**src/rtl/hazard_scoreboard.sv**
```systemverilog
// -----------------------------------------------------------------------------
// hazard_scoreboard
//
// Hazard unit for an N-lane in-order MIPS pipeline. It provides E-stage and
// D-stage forward selects with cross-lane forwarding, and load-use, branch and
// multiplier stalls. A registered scoreboard tracks the single in-flight
// multi-cycle multiply.
//
// Parameters
//   LANES    issue lanes (1-4); lane k+1 is younger than lane k
//   AW       register-address width; register 0 always reads as zero
//   MULT_LAT multiplier latency in cycles (2-15)
//   FW       forward-select width (derived)
//
// Ports
//   clk, reset                 rising-edge clock, synchronous active-low reset
//   rsD, rtD                   D-stage sources, lane k at [k*AW +: AW]
//   rsE, rtE                   E-stage sources
//   WriteRegE/M/W              destination per lane per stage
//   RegWriteE/M/W              write enable per lane per stage
//   MemtoRegE/M                load in that stage/lane
//   BranchD                    branch in D per lane
//   MultD, MultE               multiply in D / E per lane
//   ForwardAE/BE               0 = regfile, 1+k = M lane k, 1+LANES+k = W lane k
//   ForwardAD/BD               0 = regfile, 1+k = M lane k
//   StallF, StallD, FlushE     pipeline controls (identical)
//   MultBusy, MultDone         multiplier in flight / final multiplier cycle
//   MultDst                    destination of the in-flight multiply
//   MultErr                    sticky flag: more than one multiply issued at once
// -----------------------------------------------------------------------------
module hazard_scoreboard #(
    parameter  int LANES    = 2,
    parameter  int AW       = 5,
    parameter  int MULT_LAT = 4,
    localparam int FW       = $clog2(2*LANES+1)
) (
    input  logic                clk,
    input  logic                reset,
    input  logic [LANES*AW-1:0] rsD,
    input  logic [LANES*AW-1:0] rtD,
    input  logic [LANES*AW-1:0] rsE,
    input  logic [LANES*AW-1:0] rtE,
    input  logic [LANES*AW-1:0] WriteRegE,
    input  logic [LANES*AW-1:0] WriteRegM,
    input  logic [LANES*AW-1:0] WriteRegW,
    input  logic [LANES-1:0]    RegWriteE,
    input  logic [LANES-1:0]    RegWriteM,
    input  logic [LANES-1:0]    RegWriteW,
    input  logic [LANES-1:0]    MemtoRegE,
    input  logic [LANES-1:0]    MemtoRegM,
    input  logic [LANES-1:0]    BranchD,
    input  logic [LANES-1:0]    MultD,
    input  logic [LANES-1:0]    MultE,
    output logic [LANES*FW-1:0] ForwardAE,
    output logic [LANES*FW-1:0] ForwardBE,
    output logic [LANES*FW-1:0] ForwardAD,
    output logic [LANES*FW-1:0] ForwardBD,
    output logic                StallF,
    output logic                StallD,
    output logic                FlushE,
    output logic                MultBusy,
    output logic                MultDone,
    output logic [AW-1:0]       MultDst,
    output logic                MultErr
);

    logic [3:0]    r_count;
    logic [AW-1:0] r_mult_dst;
    logic          r_mult_err;

    logic          w_lwstall;
    logic          w_branchstall;
    logic          w_multstall;
    logic          w_stall;
    logic          w_issue;
    logic          w_multi_issue;
    logic [AW-1:0] w_issue_dst;

    // Forward selects. The W scan runs first and the M scan second so that
    // any M match overrides any W match; ascending lane order inside each scan
    // lets the youngest (highest) matching lane win.
    always_comb begin
        ForwardAE = '0;
        ForwardBE = '0;
        ForwardAD = '0;
        ForwardBD = '0;
        for (int i = 0; i < LANES; i++) begin
            for (int k = 0; k < LANES; k++) begin
                if (rsE[i*AW +: AW] != '0 && rsE[i*AW +: AW] == WriteRegW[k*AW +: AW] && RegWriteW[k])
                    ForwardAE[i*FW +: FW] = FW'(1 + LANES + k);
                if (rtE[i*AW +: AW] != '0 && rtE[i*AW +: AW] == WriteRegW[k*AW +: AW] && RegWriteW[k])
                    ForwardBE[i*FW +: FW] = FW'(1 + LANES + k);
            end
            for (int k = 0; k < LANES; k++) begin
                if (rsE[i*AW +: AW] != '0 && rsE[i*AW +: AW] == WriteRegM[k*AW +: AW] && RegWriteM[k])
                    ForwardAE[i*FW +: FW] = FW'(1 + k);
                if (rtE[i*AW +: AW] != '0 && rtE[i*AW +: AW] == WriteRegM[k*AW +: AW] && RegWriteM[k])
                    ForwardBE[i*FW +: FW] = FW'(1 + k);
                if (rsD[i*AW +: AW] != '0 && rsD[i*AW +: AW] == WriteRegM[k*AW +: AW] && RegWriteM[k])
                    ForwardAD[i*FW +: FW] = FW'(1 + k);
                if (rtD[i*AW +: AW] != '0 && rtD[i*AW +: AW] == WriteRegM[k*AW +: AW] && RegWriteM[k])
                    ForwardBD[i*FW +: FW] = FW'(1 + k);
            end
        end
    end

    // Stall detection across every D lane against every producer lane.
    always_comb begin
        w_lwstall     = 1'b0;
        w_branchstall = 1'b0;
        w_multstall   = 1'b0;
        for (int i = 0; i < LANES; i++) begin
            for (int k = 0; k < LANES; k++) begin
                // Load in E: its data is not available to D until after M.
                if (MemtoRegE[k] && RegWriteE[k]) begin
                    if (rsD[i*AW +: AW] != '0 && rsD[i*AW +: AW] == WriteRegE[k*AW +: AW])
                        w_lwstall = 1'b1;
                    if (rtD[i*AW +: AW] != '0 && rtD[i*AW +: AW] == WriteRegE[k*AW +: AW])
                        w_lwstall = 1'b1;
                end
                // Branch compares in D: an E-stage result or an M-stage load
                // cannot be forwarded into the comparator in time.
                if (BranchD[i]) begin
                    if ((RegWriteE[k] && rsD[i*AW +: AW] != '0 && rsD[i*AW +: AW] == WriteRegE[k*AW +: AW]) ||
                        (RegWriteE[k] && rtD[i*AW +: AW] != '0 && rtD[i*AW +: AW] == WriteRegE[k*AW +: AW]))
                        w_branchstall = 1'b1;
                    if ((MemtoRegM[k] && RegWriteM[k] && rsD[i*AW +: AW] != '0 && rsD[i*AW +: AW] == WriteRegM[k*AW +: AW]) ||
                        (MemtoRegM[k] && RegWriteM[k] && rtD[i*AW +: AW] != '0 && rtD[i*AW +: AW] == WriteRegM[k*AW +: AW]))
                        w_branchstall = 1'b1;
                end
            end
            // Data dependence on the in-flight multiply result.
            if (MultBusy) begin
                if (rsD[i*AW +: AW] != '0 && rsD[i*AW +: AW] == r_mult_dst)
                    w_multstall = 1'b1;
                if (rtD[i*AW +: AW] != '0 && rtD[i*AW +: AW] == r_mult_dst)
                    w_multstall = 1'b1;
            end
        end
        // Only one multiplier: a second multiply must wait for it to drain.
        if (MultBusy && (MultD != '0))
            w_multstall = 1'b1;
    end

    assign w_stall = w_lwstall | w_branchstall | w_multstall;
    assign StallF  = w_stall;
    assign StallD  = w_stall;
    assign FlushE  = w_stall;

    // Issue decode: lowest set lane supplies the destination. Clearing the
    // lowest set bit leaves a nonzero value only when two or more are set.
    assign w_issue       = (MultE != '0);
    assign w_multi_issue = ((MultE & (MultE - 1'b1)) != '0);

    always_comb begin
        w_issue_dst = '0;
        for (int k = LANES - 1; k >= 0; k--) begin
            if (MultE[k])
                w_issue_dst = WriteRegE[k*AW +: AW];
        end
    end

    always_ff @(posedge clk) begin
        if (!reset) begin
            r_count    <= '0;
            r_mult_dst <= '0;
            r_mult_err <= 1'b0;
        end else begin
            if (w_issue) begin
                // A new issue wins even in the final cycle of the previous one.
                r_count    <= 4'(MULT_LAT);
                r_mult_dst <= w_issue_dst;
                if (w_multi_issue)
                    r_mult_err <= 1'b1;
            end else if (r_count != '0) begin
                r_count <= r_count - 4'd1;
            end
        end
    end

    assign MultBusy = (r_count != '0);
    assign MultDone = (r_count == 4'd1);
    assign MultDst  = r_mult_dst;
    assign MultErr  = r_mult_err;

endmodule

```
**config.mk**
```make
export PLATFORM = sky130hd
export DESIGN_NAME = hazard_scoreboard
export DESIGN_NICKNAME = d
export VERILOG_FILES = /design/src/rtl/hazard_scoreboard.sv
export SDC_FILE = /design/constraint.sdc
export NUM_CORES = 1
export LEC_CHECK = 0
export BUFFER_PORTS_ARGS = -buffer_cell sky130_fd_sc_hd__buf_4
export CORE_MARGIN = 5
export CORE_UTILIZATION = 56
export CTS_BUF_LIST = sky130_fd_sc_hd__clkbuf_8
export DETAILED_ROUTE_END_ITERATION = 12
export HOLD_SLACK_MARGIN = 0.08
export PLACE_DENSITY = 0.93
export SYNTH_ARGS = -nofsm -noshare
export SYNTH_HDL_FRONTEND = slang
export SYNTH_SLANG_ARGS = --single-unit
```
**constraint.sdc**
```tcl
create_clock -name clk -period 7.4 [get_ports clk]
set_input_delay 1.48 -clock clk [delete_from_list [all_inputs] [get_ports clk]]
set_output_delay 1.48 -clock clk [all_outputs]
set_load 0.02 [all_outputs]
```
==> flow_metrics.tcl <==
set metrics [dict create \
    outcome "complete, no violations" \
    yosys.area.top_type "xnor2_1" \
    drv_slew 0 \
    fin_crit_ns 5.27 \
    wl_per_cell_um 20.0 \
    drv_cap 0 \
    wl_um 11400 \
    cp.required_ns 5.92 \
    fin_crit_sh_pct 71.2 \
    powerDensity_nw_per_um2 96.1 \
    setup_viol 0 \
    hold_buffers 0 \
    worstReg2RegEnd "r_count[2]" \
    clock-skew-final_ns 0.000544 \
    die_w_um 86.2 \
    ys_top_cells_by_area "xnor2_1 29%, xor2_1 20%, clkbuf_1 6.3%" \
    postPlaceCellArea_um2 3870 \
    maxSlewHeadroom_pct 56.2 \
    yosys_register_bits 10 \
    hp-class "reg -> reg" \
    yosys.cell_types.count 39 \
    cts_tree "built" \
    hold_slack_ns 0.508 \
    hold_path_depth 2 \
    firstDrtPassIters 5 \
    rows 27 \
    grt_pass1_vias 3506 \
    p_leak_uw 0.00155 \
    route.antenna.remaining_nets 0 \
    final_util_pct 70.4 \
    ys_seq_area_share_pct 6.15 \
    syn_avg_cell_area_um2 7.23 \
    root_buffer "clkbuf_8" \
    cts_setup_buffers 0 \
    synth.cell_area_um2 3250 \
    yosys.area_share.xor_xnor_pct 49.3 \
    hp-start "MultErr" \
    drtIter0Drc 372 \
    netlist_instances 450 \
    crit_arrival_ns 3.79 \
    drcViolationCount 0 \
    r2r_cells 5 \
    vias 3490 \
    synth-compound-area-share_pct 5.92 \
    antenna_found_initial 0 \
    yosys_warnings 0 \
    cp_max_fo 6 \
    ir_worst_vdd_mv 0.0896 \
    dp_hpwl_um 8910 \
    fin_area_um2 3930 \
    clk_latency_ns 0.24 \
    rsz0062_at_grt "no" \
    clock_path_buffers 2 \
    drive_gt1_share_pct 26.5 \
    ioPinCount 123 \
    synthDominantCellAreaShare_pct 29.1 \
    port_buffers 118 \
    antennaDiodeCount 0 \
    hold_path_end "MultErr" \
    grt_util_all_layers_pct 28.9 \
    dp.cells 563 \
    via_per_inst 6.16 \
    start_kind "input port" \
    dieArea_um2 7440 \
    hold_viol 0 \
    cts_sinks 10 \
    synthMuxAreaShare_pct 1.54 \
    layout.cells.non_filler 567 \
    fin_tns_setup_ns 0 \
    cts_made_buffers 3 \
    path_class "in -> out" \
    path_clk_slew_ns 0.05 \
    die-height_um 86.2 \
    synthSimpleGateAreaFrac_pct 24.2 \
    worst_pin_slew_ns 0.651 \
    nFillCells 459 \
    synth_top_family_by_area "XOR/XNOR gates" \
    htree_levels 1 \
    overflow 0 \
    endpoint_kind "primary output" \
    grt_max_degree 13 \
    r2r_setup_slack_ns 6.09 \
    max_freq_mhz 190 \
    start_util_pct 58.4 \
    grt_pass1_wl_um 17200 \
    cts_resized 0 \
    r2r-start "r_count[0]" \
    core_um2 5570 \
    gp_congestion 1.08 \
    synth_adder_area_share_pct 1.15 \
    fin_nets 587 \
    area_growth_pct 20.6 \
]
==> cell usage in the layout (no fill, tap or decap), types with 3 or more instances in the layout <==
cell type	n
nand4_1	23
xor2_1	75
a21oi_1	7
nor3_1	8
o21ai_0	5
nand3_1	15
buf_4	118
dfxtp_1	10
nor2_1	18
clkbuf_8	4
or4_1	9
or4_4	3
nor3b_1	3
nand2_1	19
conb_1	4
ha_1	3
o21bai_1	4
xnor2_1	108
mux2i_1	5
and2_1	7
nor4_1	29
==> sequential cells by signal, indices dropped and copies added (netlist names) <==
register  flops
MultDst       5
MultErr       1
r_count       4
==> worst max-delay path by stage <==
stage,depth (start not counted),end,startpoint
6_report,8,StallD,rsD[1]
2_1_floorplan,8,StallD,WriteRegM[9]
5_1_grt,8,StallD,rsD[1]
4_1_cts,8,StallD,rsD[1]
3_3_place_gp,8,FlushE,rsD[1]
3_5_place_dp,8,StallD,rtD[6]
==> stage by stage <==
stage,power (uW),worst slack (ns)
2_1_floorplan,231,2.26
3_3_place_gp,291,2.44
3_5_place_dp,300,2.38
4_1_cts,373,2.22
5_1_grt,395,2.10
6_report,377,2.13
==> area by class of cell <==
| class | instances | area, um^2 | area share, % |
|---|---|---|---|
| tap | 72 | 90.1 | 2.30 |
| clock buffer | 4 | 55.1 | 1.40 |
| timing repair buffer | 118 | 886 | 22.6 |
| multi-input combinational | 361 | 2690 | 68.4 |
| inverter | 2 | 7.51 | 0.191 |
| sequential | 10 | 200 | 5.10 |
==> synth_stat cells <==
| library cell | number |
|---|---|
| xnor2_1 | 108 |
| xor2_1 | 75 |
| clkbuf_1 | 55 |
| nor4_1 | 29 |
| nand4_1 | 23 |
| nand2_1 | 19 |
| nor2_1 | 18 |
| nand3_1 | 15 |
| buf_4 | 11 |
| dfxtp_1 | 10 |
| or4_1 | 9 |
| nor3_1 | 8 |
| a21oi_1 | 7 |
| and2_1 | 7 |
| buf_1 | 5 |
| buf_2 | 5 |
| mux2i_1 | 5 |
| o21ai_0 | 5 |
| o21bai_1 | 4 |
| buf_6 | 3 |
| ha_1 | 3 |
| nor3b_1 | 3 |
| or4_4 | 3 |
| inv_1 | 2 |
| o2111a_1 | 2 |
| o211ai_1 | 2 |
| or4_2 | 2 |
| a211oi_1 | 1 |
| a21boi_0 | 1 |
| a21o_1 | 1 |
| clkbuf_2 | 1 |
| conb_1 | 1 |
| nor2_2 | 1 |
| nor2_4 | 1 |
| nor2b_1 | 1 |
| o211a_1 | 1 |
| o221a_2 | 1 |
| o221ai_1 | 1 |
| o31ai_2 | 1 |
==> power by group <==
part | switching, uW | leakage, uW | internal (uW) | total, uW
clock network | 24.5 | 0.0000288 | 47.0 | 71.5
registers | 6.18 | 0.0000825 | 57.2 | 63.3
logic | 130 | 0.00144 | 113 | 242
total | 160 | 0.00155 | 217 | 377
==> kinds of logic after synthesis <==
kind of cell,count (synthesis)
mux,5
buf+inv,82
simple gates,139
compound gates,27
other cells,1
xor+xnor,183
fa+ha+maj,3
flops,10
==> routing by layer <==
layer  vias to the layer above  part of all wire (%)  global-route usage (%)
li1                       1571                     -                       -
met1                      1631                    39                    35.2
met2                       228                    47                    49.4
met3                        60                   9.4                    5.32
met4                         0                   4.1                    12.7
met5                         -                     0                       0
==> worst max-delay path, cell delays in order <==
cell and delay, ns:
buf_4 0.14, or4_1 0.51, nor2_1 0.27, nor4_1 0.15
o2111a_1 0.28, nor4_1 0.39, nand4_1 0.32, buf_4 0.26
Power figures use the tool's default switching activity.
